File: src/rtl/pwr_maestro_slave_if.sv
// AXI-lite bus bundle between the SYSCFG power controller (master) and pwr_maestro_slave.
interface pwr_maestro_slave_if #(
  parameter int unsigned ADDR_WIDTH = 12
);
  logic [ADDR_WIDTH-1:0] axi_aw_addr;
  logic                  axi_aw_valid;
  logic                  axi_aw_ready;
  logic [31:0]           axi_w_data;
  logic                  axi_w_valid;
  logic                  axi_w_ready;
  logic [1:0]            axi_b_resp;
  logic                  axi_b_valid;
  logic                  axi_b_ready;
  logic [ADDR_WIDTH-1:0] axi_ar_addr;
  logic                  axi_ar_valid;
  logic                  axi_ar_ready;
  logic [31:0]           axi_r_data;
  logic [1:0]            axi_r_resp;
  logic                  axi_r_valid;
  logic                  axi_r_ready;

  modport slave (
    input  axi_aw_addr, axi_aw_valid, axi_w_data, axi_w_valid, axi_b_ready,
           axi_ar_addr, axi_ar_valid, axi_r_ready,
    output axi_aw_ready, axi_w_ready, axi_b_resp, axi_b_valid,
           axi_ar_ready, axi_r_data, axi_r_resp, axi_r_valid
  );

  modport master (
    output axi_aw_addr, axi_aw_valid, axi_w_data, axi_w_valid, axi_b_ready,
           axi_ar_addr, axi_ar_valid, axi_r_ready,
    input  axi_aw_ready, axi_w_ready, axi_b_resp, axi_b_valid,
           axi_ar_ready, axi_r_data, axi_r_resp, axi_r_valid
  );
endinterface

File: src/rtl/pwr_maestro_slave.sv
// AXI-lite power-domain controller: per-domain CMD/STATUS words and one shared
// sequencer stepping queued domains through isolate/reset/clock/switch.
module pwr_maestro_slave #(
  parameter int unsigned        NUM_DOM     = 8,
  parameter int unsigned        ADDR_WIDTH  = 12,
  parameter int unsigned        STEP_CYCLES = 4,
  parameter int unsigned        ACK_TIMEOUT = 256,
  parameter logic [NUM_DOM-1:0] RESET_ON    = '1
) (
  input  logic               clk,
  input  logic               rst,
  pwr_maestro_slave_if.slave axi,
  output logic [NUM_DOM-1:0] pwr_req_o,
  input  logic [NUM_DOM-1:0] pwr_ack_i,
  output logic [NUM_DOM-1:0] clk_en_o,
  output logic [NUM_DOM-1:0] dom_rst_o,
  output logic [NUM_DOM-1:0] iso_o
);
  localparam int unsigned DW = ADDR_WIDTH - 4;

  typedef enum logic [1:0] {D_OFF = 2'd0, D_ON = 2'd1, D_DOWN = 2'd2, D_UP = 2'd3} dom_st_e;
  typedef enum logic [3:0] {SEQ_IDLE, ISO_ON, RST_ON, CLK_OFF, PWR_OFF,
                            PWR_ON, CLK_ON, RST_OFF, ISO_OFF} seq_e;

  dom_st_e            st_q [NUM_DOM];
  dom_st_e            st_d [NUM_DOM];
  logic [NUM_DOM-1:0] pend_q, pend_d, to_q, to_d, up_q, up_d;
  logic [NUM_DOM-1:0] pwr_q, pwr_d, clk_q, clk_d, rst_q, rst_d, iso_q, iso_d;
  seq_e               seq_q, seq_d;
  logic [3:0]         act_q, act_d;
  logic [15:0]        cnt_q, cnt_d, ack_cnt_q, ack_cnt_d;
  logic               acked_q, acked_d;
  logic               aw_rdy_q, aw_rdy_d, b_vld_q, b_vld_d, ar_rdy_q, ar_rdy_d, r_vld_q, r_vld_d;
  logic [1:0]         b_resp_q, b_resp_d, r_resp_q, r_resp_d;
  logic [31:0]        r_data_q, r_data_d;

  logic [DW-1:0]      wdom, rdom;
  logic [1:0]         wword, rword;
  logic [NUM_DOM-1:0] wsel, rsel, going, on_vec, act_oh, pick_oh;
  logic [3:0]         pick_idx;
  logic [31:0]        rdata;
  logic               wr_fire, rd_fire, is_dn, is_up, w_err, w_new, ack_ok, step_done, adv;
  logic               unused_addr_lsbs;

  assign wdom  = axi.axi_aw_addr[ADDR_WIDTH-1:4];
  assign wword = axi.axi_aw_addr[3:2];
  assign rdom  = axi.axi_ar_addr[ADDR_WIDTH-1:4];
  assign rword = axi.axi_ar_addr[3:2];
  assign unused_addr_lsbs = ^{axi.axi_aw_addr[1:0], axi.axi_ar_addr[1:0]};

  always_comb begin
    wsel = '0; rsel = '0; going = '0; on_vec = '0; act_oh = '0; rdata = '0;
    for (int unsigned i = 0; i < NUM_DOM; i++) begin
      wsel[i]   = (wdom == DW'(i));
      rsel[i]   = (rdom == DW'(i));
      going[i]  = (st_q[i] == D_DOWN) || (st_q[i] == D_UP);
      on_vec[i] = (st_q[i] == D_ON);
      act_oh[i] = (act_q == 4'(i));
      if (rsel[i]) begin
        case (rword)
          2'd0:    rdata = {28'd0, to_q[i], pend_q[i], st_q[i]};
          2'd1:    rdata = up_q[i] ? 32'd4 : 32'd3;
          default: rdata = '0;
        endcase
      end
    end
    pick_idx = '0;
    for (int unsigned i = NUM_DOM; i > 0; i--) begin
      if (pend_q[i-1]) pick_idx = 4'(i-1);
    end
    pick_oh = pend_q & (~pend_q + NUM_DOM'(1));
  end

  assign wr_fire = aw_rdy_q && axi.axi_aw_valid && axi.axi_w_valid;
  assign rd_fire = ar_rdy_q && axi.axi_ar_valid;
  assign is_dn   = (axi.axi_w_data == 32'd3);
  assign is_up   = (axi.axi_w_data == 32'd4);
  assign w_err   = !(|wsel) || (wword != 2'd1) || !(is_dn || is_up) || (|(wsel & (pend_q | going)));
  // A command equal to the stable state is accepted but starts nothing.
  assign w_new   = !w_err && (is_up ? !(|(wsel & on_vec)) : (|(wsel & on_vec)));
  assign ack_ok  = (seq_q == PWR_ON) ? (|(pwr_ack_i & act_oh)) : !(|(pwr_ack_i & act_oh));
  assign step_done = (cnt_q == 16'(STEP_CYCLES - 1));

  always_comb begin
    st_d = st_q; pend_d = pend_q; to_d = to_q; up_d = up_q;
    pwr_d = pwr_q; clk_d = clk_q; rst_d = rst_q; iso_d = iso_q;
    seq_d = seq_q; act_d = act_q; cnt_d = cnt_q; ack_cnt_d = ack_cnt_q; acked_d = acked_q;
    adv = 1'b0;
    aw_rdy_d = axi.axi_aw_valid && axi.axi_w_valid && !b_vld_q && !aw_rdy_q;
    ar_rdy_d = axi.axi_ar_valid && !r_vld_q && !ar_rdy_q;
    b_vld_d = b_vld_q; b_resp_d = b_resp_q;
    r_vld_d = r_vld_q; r_resp_d = r_resp_q; r_data_d = r_data_q;

    if (wr_fire) begin
      b_vld_d  = 1'b1;
      b_resp_d = w_err ? 2'd2 : 2'd0;
      if (w_new) begin
        pend_d = pend_d | wsel;
        to_d   = to_d & ~wsel;
        up_d   = is_up ? (up_d | wsel) : (up_d & ~wsel);
      end
    end else if (b_vld_q && axi.axi_b_ready) begin
      b_vld_d = 1'b0;
    end

    if (rd_fire) begin
      r_vld_d  = 1'b1;
      r_resp_d = (|rsel) ? 2'd0 : 2'd2;
      r_data_d = (|rsel) ? rdata : '0;
    end else if (r_vld_q && axi.axi_r_ready) begin
      r_vld_d = 1'b0;
    end

    case (seq_q)
      SEQ_IDLE: begin
        if (|pend_q) begin
          act_d = pick_idx; pend_d = pend_d & ~pick_oh;
          cnt_d = '0; ack_cnt_d = '0; acked_d = 1'b0;
          for (int unsigned i = 0; i < NUM_DOM; i++)
            if (pick_oh[i]) st_d[i] = up_q[i] ? D_UP : D_DOWN;
          if (|(pick_oh & up_q)) begin seq_d = PWR_ON;  pwr_d = pwr_q | pick_oh; end
          else                   begin seq_d = ISO_ON;  iso_d = iso_q | pick_oh; end
        end
      end
      // Switch steps first wait for power-good (or time out), then the normal step delay.
      PWR_OFF, PWR_ON: begin
        if (!acked_q) begin
          if (ack_ok || (ack_cnt_q == 16'(ACK_TIMEOUT))) begin
            acked_d = 1'b1; cnt_d = '0;
            if (!ack_ok) to_d = to_d | act_oh;
          end else begin
            ack_cnt_d = ack_cnt_q + 16'd1;
          end
        end else if (step_done) adv = 1'b1;
        else cnt_d = cnt_q + 16'd1;
      end
      default: begin
        if (step_done) adv = 1'b1;
        else cnt_d = cnt_q + 16'd1;
      end
    endcase

    if (adv) begin
      cnt_d = '0; ack_cnt_d = '0; acked_d = 1'b0;
      case (seq_q)
        ISO_ON:  begin seq_d = RST_ON;  rst_d = rst_q | act_oh;  end
        RST_ON:  begin seq_d = CLK_OFF; clk_d = clk_q & ~act_oh; end
        CLK_OFF: begin seq_d = PWR_OFF; pwr_d = pwr_q & ~act_oh; end
        PWR_ON:  begin seq_d = CLK_ON;  clk_d = clk_q | act_oh;  end
        CLK_ON:  begin seq_d = RST_OFF; rst_d = rst_q & ~act_oh; end
        RST_OFF: begin seq_d = ISO_OFF; iso_d = iso_q & ~act_oh; end
        default: begin
          seq_d = SEQ_IDLE;
          for (int unsigned i = 0; i < NUM_DOM; i++)
            if (act_oh[i]) st_d[i] = (seq_q == PWR_OFF) ? D_OFF : D_ON;
        end
      endcase
    end
  end

  always_ff @(posedge clk or posedge rst) begin
    if (rst) begin
      for (int unsigned i = 0; i < NUM_DOM; i++) st_q[i] <= RESET_ON[i] ? D_ON : D_OFF;
      pend_q <= '0; to_q <= '0; up_q <= RESET_ON;
      pwr_q <= RESET_ON; clk_q <= RESET_ON; rst_q <= ~RESET_ON; iso_q <= ~RESET_ON;
      seq_q <= SEQ_IDLE; act_q <= '0; cnt_q <= '0; ack_cnt_q <= '0; acked_q <= 1'b0;
      aw_rdy_q <= 1'b0; b_vld_q <= 1'b0; b_resp_q <= '0;
      ar_rdy_q <= 1'b0; r_vld_q <= 1'b0; r_resp_q <= '0; r_data_q <= '0;
    end else begin
      st_q <= st_d; pend_q <= pend_d; to_q <= to_d; up_q <= up_d;
      pwr_q <= pwr_d; clk_q <= clk_d; rst_q <= rst_d; iso_q <= iso_d;
      seq_q <= seq_d; act_q <= act_d; cnt_q <= cnt_d; ack_cnt_q <= ack_cnt_d; acked_q <= acked_d;
      aw_rdy_q <= aw_rdy_d; b_vld_q <= b_vld_d; b_resp_q <= b_resp_d;
      ar_rdy_q <= ar_rdy_d; r_vld_q <= r_vld_d; r_resp_q <= r_resp_d; r_data_q <= r_data_d;
    end
  end

  assign pwr_req_o = pwr_q;
  assign clk_en_o  = clk_q;
  assign dom_rst_o = rst_q;
  assign iso_o     = iso_q;
  assign axi.axi_aw_ready = aw_rdy_q;
  assign axi.axi_w_ready  = aw_rdy_q;
  assign axi.axi_b_valid  = b_vld_q;
  assign axi.axi_b_resp   = b_resp_q;
  assign axi.axi_ar_ready = ar_rdy_q;
  assign axi.axi_r_valid  = r_vld_q;
  assign axi.axi_r_resp   = r_resp_q;
  assign axi.axi_r_data   = r_data_q;
endmodule
File: src/flat_wrapper.sv
// flat-port wrapper written by rule: the top's interface ports become plain ports
module pwr_maestro_slave_flat 
#(
  parameter int unsigned        NUM_DOM     = 8,
  parameter int unsigned        ADDR_WIDTH  = 12,
  parameter int unsigned        STEP_CYCLES = 4,
  parameter int unsigned        ACK_TIMEOUT = 256,
  parameter logic [NUM_DOM-1:0] RESET_ON    = '1
)
  (clk, rst, pwr_req_o, pwr_ack_i, clk_en_o, dom_rst_o, iso_o, axi_axi_aw_addr, axi_axi_aw_valid, axi_axi_w_data, axi_axi_w_valid, axi_axi_b_ready, axi_axi_ar_addr, axi_axi_ar_valid, axi_axi_r_ready, axi_axi_aw_ready, axi_axi_w_ready, axi_axi_b_resp, axi_axi_b_valid, axi_axi_ar_ready, axi_axi_r_data, axi_axi_r_resp, axi_axi_r_valid);
  pwr_maestro_slave_if #(.ADDR_WIDTH(ADDR_WIDTH)) axi_i ();
  input  logic clk;
  input  logic rst;
  output logic [NUM_DOM-1:0] pwr_req_o;
  input  logic [NUM_DOM-1:0] pwr_ack_i;
  output logic [NUM_DOM-1:0] clk_en_o;
  output logic [NUM_DOM-1:0] dom_rst_o;
  output logic [NUM_DOM-1:0] iso_o;
  input wire logic [$bits(axi_i.axi_aw_addr)-1:0] axi_axi_aw_addr;
  input wire logic [$bits(axi_i.axi_aw_valid)-1:0] axi_axi_aw_valid;
  input wire logic [$bits(axi_i.axi_w_data)-1:0] axi_axi_w_data;
  input wire logic [$bits(axi_i.axi_w_valid)-1:0] axi_axi_w_valid;
  input wire logic [$bits(axi_i.axi_b_ready)-1:0] axi_axi_b_ready;
  input wire logic [$bits(axi_i.axi_ar_addr)-1:0] axi_axi_ar_addr;
  input wire logic [$bits(axi_i.axi_ar_valid)-1:0] axi_axi_ar_valid;
  input wire logic [$bits(axi_i.axi_r_ready)-1:0] axi_axi_r_ready;
  output wire logic [$bits(axi_i.axi_aw_ready)-1:0] axi_axi_aw_ready;
  output wire logic [$bits(axi_i.axi_w_ready)-1:0] axi_axi_w_ready;
  output wire logic [$bits(axi_i.axi_b_resp)-1:0] axi_axi_b_resp;
  output wire logic [$bits(axi_i.axi_b_valid)-1:0] axi_axi_b_valid;
  output wire logic [$bits(axi_i.axi_ar_ready)-1:0] axi_axi_ar_ready;
  output wire logic [$bits(axi_i.axi_r_data)-1:0] axi_axi_r_data;
  output wire logic [$bits(axi_i.axi_r_resp)-1:0] axi_axi_r_resp;
  output wire logic [$bits(axi_i.axi_r_valid)-1:0] axi_axi_r_valid;
  assign axi_i.axi_aw_addr = axi_axi_aw_addr;
  assign axi_i.axi_aw_valid = axi_axi_aw_valid;
  assign axi_i.axi_w_data = axi_axi_w_data;
  assign axi_i.axi_w_valid = axi_axi_w_valid;
  assign axi_i.axi_b_ready = axi_axi_b_ready;
  assign axi_i.axi_ar_addr = axi_axi_ar_addr;
  assign axi_i.axi_ar_valid = axi_axi_ar_valid;
  assign axi_i.axi_r_ready = axi_axi_r_ready;
  assign axi_axi_aw_ready = axi_i.axi_aw_ready;
  assign axi_axi_w_ready = axi_i.axi_w_ready;
  assign axi_axi_b_resp = axi_i.axi_b_resp;
  assign axi_axi_b_valid = axi_i.axi_b_valid;
  assign axi_axi_ar_ready = axi_i.axi_ar_ready;
  assign axi_axi_r_data = axi_i.axi_r_data;
  assign axi_axi_r_resp = axi_i.axi_r_resp;
  assign axi_axi_r_valid = axi_i.axi_r_valid;
  pwr_maestro_slave #(.NUM_DOM(NUM_DOM), .ADDR_WIDTH(ADDR_WIDTH), .STEP_CYCLES(STEP_CYCLES), .ACK_TIMEOUT(ACK_TIMEOUT), .RESET_ON(RESET_ON)) u_core (.clk(clk), .rst(rst), .axi(axi_i), .pwr_req_o(pwr_req_o), .pwr_ack_i(pwr_ack_i), .clk_en_o(clk_en_o), .dom_rst_o(dom_rst_o), .iso_o(iso_o));
endmodule
File: config.mk
export PLATFORM = sky130hd
export DESIGN_NAME = pwr_maestro_slave_flat
export DESIGN_NICKNAME = d
export VERILOG_FILES = /design/src/rtl/pwr_maestro_slave_if.sv /design/src/rtl/pwr_maestro_slave.sv /design/src/flat_wrapper.sv
export SDC_FILE = /design/constraint.sdc
export NUM_CORES = 1
export LEC_CHECK = 0
export ABC_CLOCK_PERIOD_IN_PS = 5700
export CORE_MARGIN = 1
export CORE_UTILIZATION = 25
export DETAILED_ROUTE_END_ITERATION = 16
export PLACE_DENSITY = 0.41
export SLEW_MARGIN = 20
export SYNTH_ARGS = -nofsm -noshare
export SYNTH_HDL_FRONTEND = slang
export SYNTH_SLANG_ARGS = --single-unit
File: constraint.sdc
create_clock -name clk -period 5.7 [get_ports clk]
set_input_delay 0.855 -clock clk [delete_from_list [all_inputs] [get_ports clk]]
set_output_delay 0.855 -clock clk [all_outputs]
set_load 0.05 [all_outputs]
Yosys cells after proc, flatten, opt, wreduce, memory -nomap -nowiden
Index checks and enable logic that the tools add are counted.

Flip-flop bits (word level): 153. Input bits: 71. Output and inout port bits: 73. Word-level logic and storage cells: 294.

$add $sub $neg: 3. Equal/unequal tests: 62. Multiplexer cells: 116. Bitwise gates (word level): 24. Reduce and logical (&&, ||, !) cells: 62.

Operator list (count): 32-bit one-hot mux with 2 select lines (8); 32-bit two-way mux (9); 16-bit two-way mux (12); 8-bit two-way mux (21); 8-bit AND (12); 8-bit by 3-bit == test with 1-bit output (second input constant) (8); 8-bit bitwise OR (8); 16-bit one-hot mux with 2 select lines (2); 8-bit OR reduction (7); 3-bit two-way mux (17); 2-bit two-way mux (18); 16-bit by 1-bit adder with 16-bit output (second input constant) (2); 2-bit == test (second input constant) (16); 32-bit by 2-bit == test with 1-bit output (second input constant) (1); 32-bit by 3-bit == test with 1-bit output (second input constant) (1); 4-bit by 3-bit == test with 1-bit output (second input constant) (8); 8-bit by 2-bit == test with 1-bit output (second input constant) (4); 8-bit inverter (4); 8-bit one-hot mux with 2 select lines (2); 4-bit one-hot mux with 6 select lines (1); 1-bit two-way mux (21); 2-bit by 1-bit == test with 1-bit output (second input constant) (9); 16-bit by 2-bit == test with 1-bit output (second input constant) (1); 16-bit by 9-bit == test with 1-bit output (second input constant) (1); 23 further kinds (74).

Logic depth before layout (Yosys ltp)
Word-level depth: 15. Gate-level depth with buffers: 9. Mapped depth without buffers: 8.

Least setup slack after synthesis
OpenSTA, ideal clock, no wires.

Path kind: in2reg. Start point: input port axi_axi_ar_addr[8]. End point: register u_core.r_data_q[0], in the netlist u_core.axi.axi_r_data[0]. Data arrival time: 2.625 ns. Data required time: 5.579 ns. Slack: 2.954 ns. Cell stages on the path: 6. Buffers on the path: 0. Cell sequence: or4_4 -> or3_4 -> or4b_4 -> o32ai_1 -> o32ai_1 -> a22o_1.

Longest elaborated chain between the ends: 10.

Ends and longest elaborated chain: start, declared (RTL line flat_wrapper.sv:24) `input wire logic [$bits(axi_i.axi_ar_addr)-1:0] axi_axi_ar_addr;`; 8-bit zero test (RTL line pwr_maestro_slave.sv:55) `rsel[i] = (rdom == DW'(i));`; 32-bit two-way mux (8 in series) (RTL line pwr_maestro_slave.sv:59) `if (rsel[i]) begin`; 32-bit two-way mux (*) (RTL line pwr_maestro_slave.sv:109) `r_data_d = (|rsel) ? rdata : '0;`; end signal, assigned (RTL line pwr_maestro_slave.sv:174) `ar_rdy_q <= ar_rdy_d; r_vld_q <= r_vld_d; r_resp_q <= r_resp_d; r_data_q <= r_data_d;`; end, declared (RTL line pwr_maestro_slave.sv:35) `logic [31:0] r_data_q, r_data_d;`.

Every way passes the cells marked *; elsewhere a longest branch is shown, timed or not. A chain may end at the register's enable or synchronous reset.

Worst setup path in the final report
Start point: input port axi_axi_aw_addr[10]. End point: register u_core.to_q[7].

Longest elaborated chain between the ends: 15.

Ends and longest elaborated chain: start, declared (RTL line flat_wrapper.sv:19) `input wire logic [$bits(axi_i.axi_aw_addr)-1:0] axi_axi_aw_addr;`; 8-bit by 1-bit == test with 1-bit output, or another cell as far along (RTL line pwr_maestro_slave.sv:54) `wsel[i] = (wdom == DW'(i));`; 8-bit OR reduction (RTL line pwr_maestro_slave.sv:78) `assign w_err = !(|wsel) || (wword != 2'd1) || !(is_dn || is_up) || (|(wsel & (pend_q | going)));`; 1-bit zero test (RTL line pwr_maestro_slave.sv:78); 1-bit logical OR (3 in series) (RTL line pwr_maestro_slave.sv:78); 1-bit zero test (RTL line pwr_maestro_slave.sv:80) `assign w_new = !w_err && (is_up ? !(|(wsel & on_vec)) : (|(wsel & on_vec)));`; 1-bit logical AND (RTL line pwr_maestro_slave.sv:80); 8-bit two-way mux (*) (RTL line pwr_maestro_slave.sv:97) `if (w_new) begin`; 8-bit two-way mux (*) (RTL line pwr_maestro_slave.sv:94) `if (wr_fire) begin`; 8-bit bitwise OR (RTL line pwr_maestro_slave.sv:130) `if (!ack_ok) to_d = to_d | act_oh;`; 8-bit two-way mux (RTL line pwr_maestro_slave.sv:130); 8-bit two-way mux (RTL line pwr_maestro_slave.sv:128) `if (ack_ok || (ack_cnt_q == 16'(ACK_TIMEOUT))) begin`; 8-bit two-way mux (RTL line pwr_maestro_slave.sv:127) `if (!acked_q) begin`; 8-bit two-way mux (*) (RTL line pwr_maestro_slave.sv:114) `case (seq_q)`; net u_core.to_d[7] (RTL line pwr_maestro_slave.sv:27) `logic [NUM_DOM-1:0] pend_q, pend_d, to_q, to_d, up_q, up_d;`; end signal, assigned (RTL line pwr_maestro_slave.sv:170) `st_q <= st_d; pend_q <= pend_d; to_q <= to_d; up_q <= up_d;`; end, declared (RTL line pwr_maestro_slave.sv:27).

Mark *: on every way through the listed nets, which the timed path passes. The rest lies on a longest branch.

==> out/metrics.cfg <==
[outcome]
status=finished clean

[setup_path]
worstPathRequired_ns=6.00
cp-start-kind=primary input
cp.arrival_ns=3.57
crit_end=u_core.to_q[7]$_DFF_PP0_
crit_chain=clkdlybuf4s50_1 -> or4_1 -> nor2_1 -> o31ai_4 -> xnor2_2 -> nand4_1 -> a22o_1
critPathLaunch=axi_axi_aw_addr[10]
reg2reg_from=u_core.cnt_q[0]$_DFFE_PP0P_
cp-end-kind=flip-flop
r2r_slack_ns=2.72
rr_worst_depth=6
crit_type=primary input to flip-flop
crit_path_max_incr_delay_ns=0.60
critical_path.max_fanout=10
reg2reg_to=u_core.ack_cnt_q[12]$_DFFE_PP0P_
cp_slowest_cell=or4_1

[timing]
worst_pin_slew_ns=0.9900
max_slew_margin=0.3339
fin_crit_ns=3.268
hold_viol=0
fin_crit_sh=0.5733
final.setup_skew_ns=0.01040
grt_setup_unrepaired=no
slew_viol_final=0
fin_setup_tns_ns=0
fmax_ghz=0.3060
setup_viol_count_final=0

[clock_tree]
cts_root_buf=clkbuf_16
clock_latency_ns=0.42
cts.sinks=122
cts_tree=done
postCtsSetupBuffers=0
cts_resized=0
clk_path_buf_depth=2
cts_made_buffers=17
clkTransAtPathRegs_ns=0.06
htreeDepth=4
hold_buffers=0

[final_layout]
final_core_util=0.3211
area_growth_pct=25.70
nets=979
layoutNonFillerInstCount=1302
num_antenna_cells=0
drive_gt1_frac=0.1253

[global_route]
grt_remaining_overflow=0
grt_pass1_vias=6328
grtUsageTotal=0.1579
grt_pass1_wl_um=37450
antenna_found_initial=0
grt_max_degree=48

[floorplan]
die_height_um=173.5
start_util=0.2554
pin_count=144
die-width_um=173.5
core_area_mm2=0.02878
rows=62
design.die.area_mm2=0.03009

[drt]
wl_um=23010
post_drt_wl_per_cell_um=17.67
dr.first_iter.drc_count=416
drtAntennaViolNets=0
drtPass1Iterations=5
num_vias=6464
via_per_inst=4.965
drc=0

[power_and_ir_drop]
ir_drop_mv=0.1898
clkPwrFrac=0.315
power_frac_comb=0.323
p_per_area_mw_per_mm2=362.1
power.share.switching=0.4002
p_leak_nw=3.692
seqPwrFrac=0.362
power.total_mw=3.346
p_int_mw=2.007
p_sw_mw=1.339

[synth]
synth-main-ff-cell=dfrtp_1
synthCells=817
yosys_warnings=0
ys_ff_latch=122
synthArstFlopShare=1.000
syn_area_mm2=0.007351
synth_edf_count=0
ys_seq_area_frac=0.4208
netlist-cell-type-count=78
synth_area_per_cell_um2=8.997

[place]
portBuffers=109
hpwl_um=16480
gp_congestion=0.7760
dpl.cell_count=1270

[flow_run]
cap_violations=0

[hold_path]
holdCritPathClass=flip-flop to flip-flop

==> critical path: cells and delay by family <==
| kind | cells | cell delay (ns) |
|---|---|---|
| buffers and inverters | 1 | 0.39 |
| AND/OR/NAND/NOR | 3 | 1.38 |
| XOR/XNOR | 1 | 0.41 |
| AO/OA/AOI/OAI | 2 | 0.53 |
==> routing by layer <==
layer / global-route usage / up-vias / part of all wire
li1: - / 3117 / -
met1: 0.2336 / 3132 / 0.51
met2: 0.2293 / 197 / 0.43
met3: 0.03443 / 18 / 0.053
met4: 0.04167 / 0 / 0.011
met5: 0 / - / 0
==> logic make-up after synthesis <==
group	after synthesis	share of synthesized area
other	1	0.0005101
DFF	122	0.4208
buffers and inverters	103	0.07013
adders and majority gates	3	0.005107
muxes	39	0.06264
xor gates and xnor gates	15	0.01889
AOI/OAI and AO/OA	208	0.1862
and+or+nand+nor	326	0.2357
==> cells in the mapped netlist (5+ instances only) <==
cell type / count / area, um^2
dfrtp_1: 90 / 2252
nand2_1: 81 / 304.0
nor2_1: 73 / 274.0
o21ai_0: 72 / 360.4
clkbuf_1: 38 / 142.6
a21oi_1: 37 / 185.2
dfstp_2: 32 / 840.8
buf_4: 31 / 232.7
nand3_1: 29 / 145.1
inv_1: 27 / 101.4
mux2i_1: 19 / 190.2
nor3_1: 19 / 95.09
mux2_2: 16 / 180.2
nor4_1: 15 / 93.84
o31ai_1: 15 / 112.6
nand4_1: 14 / 87.58
nor2b_1: 12 / 75.07
o41ai_1: 11 / 96.34
and4_1: 10 / 87.58
xnor2_1: 10 / 87.58
a22o_1: 9 / 78.83
and3_1: 9 / 56.30
nand2b_1: 9 / 56.30
o21ai_1: 9 / 45.04
o22a_1: 8 / 70.07
a31oi_1: 7 / 43.79
and2_1: 6 / 37.54
nand3b_1: 5 / 37.54
o22ai_1: 5 / 31.28
or3_1: 5 / 31.28
or4_1: 5 / 37.54
==> power by group through the flow <==
stage	Combinational [mW]	Clock (mW)	Sequential, mW
6_report	1.08	1.05	1.21
5_1_grt	1.19	1.13	1.24
4_1_cts	1.09	1.09	1.21
3_5_place_dp	1.09	0	1.22
3_3_place_gp	1.08	0	1.23
2_1_floorplan	0.705	0	1.25
==> cell type report <==
type / instances / area, um^2
well taps: 384 / 480.5
clock buffers: 19 / 452.9
flip-flops and latches: 122 / 3093
multi-input cells: 621 / 3851
inverters: 27 / 103.9
fillers: 3042 / 19540
repair buffers: 116 / 1139
clock inverters: 13 / 120.1
==> cells in the final DEF (no fill, tap or decap), types with 5 or more instances in the layout <==
cell / instances
nor2_1: 73
a22o_1: 9
or4_1: 5
mux2i_1: 19
or3_1: 5
buf_4: 7
nand4_1: 14
and4_1: 10
nor4_1: 15
a31oi_1: 7
mux2_2: 16
o31ai_1: 15
a21oi_1: 37
dfstp_2: 32
nand3b_1: 5
inv_1: 26
o22a_1: 8
o21ai_0: 72
xnor2_1: 10
clkdlybuf4s50_1: 108
clkbuf_16: 17
conb_1: 30
nand3_1: 29
o22ai_1: 5
and2_1: 6
nor3_1: 19
and3_1: 9
o41ai_1: 11
nand2b_1: 9
dfrtp_1: 90
nor2b_1: 12
o21ai_1: 9
nand2_1: 81
==> stage by stage <==
stage | hold slack [ns] | worst slack, ns | cell area [um^2]
floorplan | 0.4504 | 1.655 | 7460
global route | 0.4794 | 2.259 | 9240
global placement | 0.4596 | 2.018 | 8672
finish | 0.4653 | 2.432 | 9240
CTS | 0.4681 | 2.461 | 9245
detailed placement | 0.4599 | 2.031 | 8672
==> worst min-delay path by stage <==
| stage | startpoint | slack [ns] | cells after the start | endpoint |
|---|---|---|---|---|
| 6_report | u_core.axi.axi_r_valid$_DFFE_PP0P_ | 0.47 | 1 | u_core.axi.axi_ar_ready$_DFF_PP0_ |
| 3_3_place_gp | u_core.axi.axi_r_valid$_DFFE_PP0P_ | 0.46 | 1 | u_core.axi.axi_ar_ready$_DFF_PP0_ |
| 2_1_floorplan | u_core.cnt_q[15]$_DFFE_PP0P_ | 0.45 | 1 | u_core.cnt_q[15]$_DFFE_PP0P_ |
| 4_1_cts | u_core.axi.axi_b_valid$_DFFE_PP0P_ | 0.47 | 1 | u_core.axi.axi_aw_ready$_DFF_PP0_ |
| 5_1_grt | u_core.axi.axi_b_valid$_DFFE_PP0P_ | 0.48 | 1 | u_core.axi.axi_aw_ready$_DFF_PP0_ |
| 3_5_place_dp | u_core.axi.axi_b_valid$_DFFE_PP0P_ | 0.46 | 1 | u_core.axi.axi_aw_ready$_DFF_PP0_ |
(Power assumes the default switching activity.)
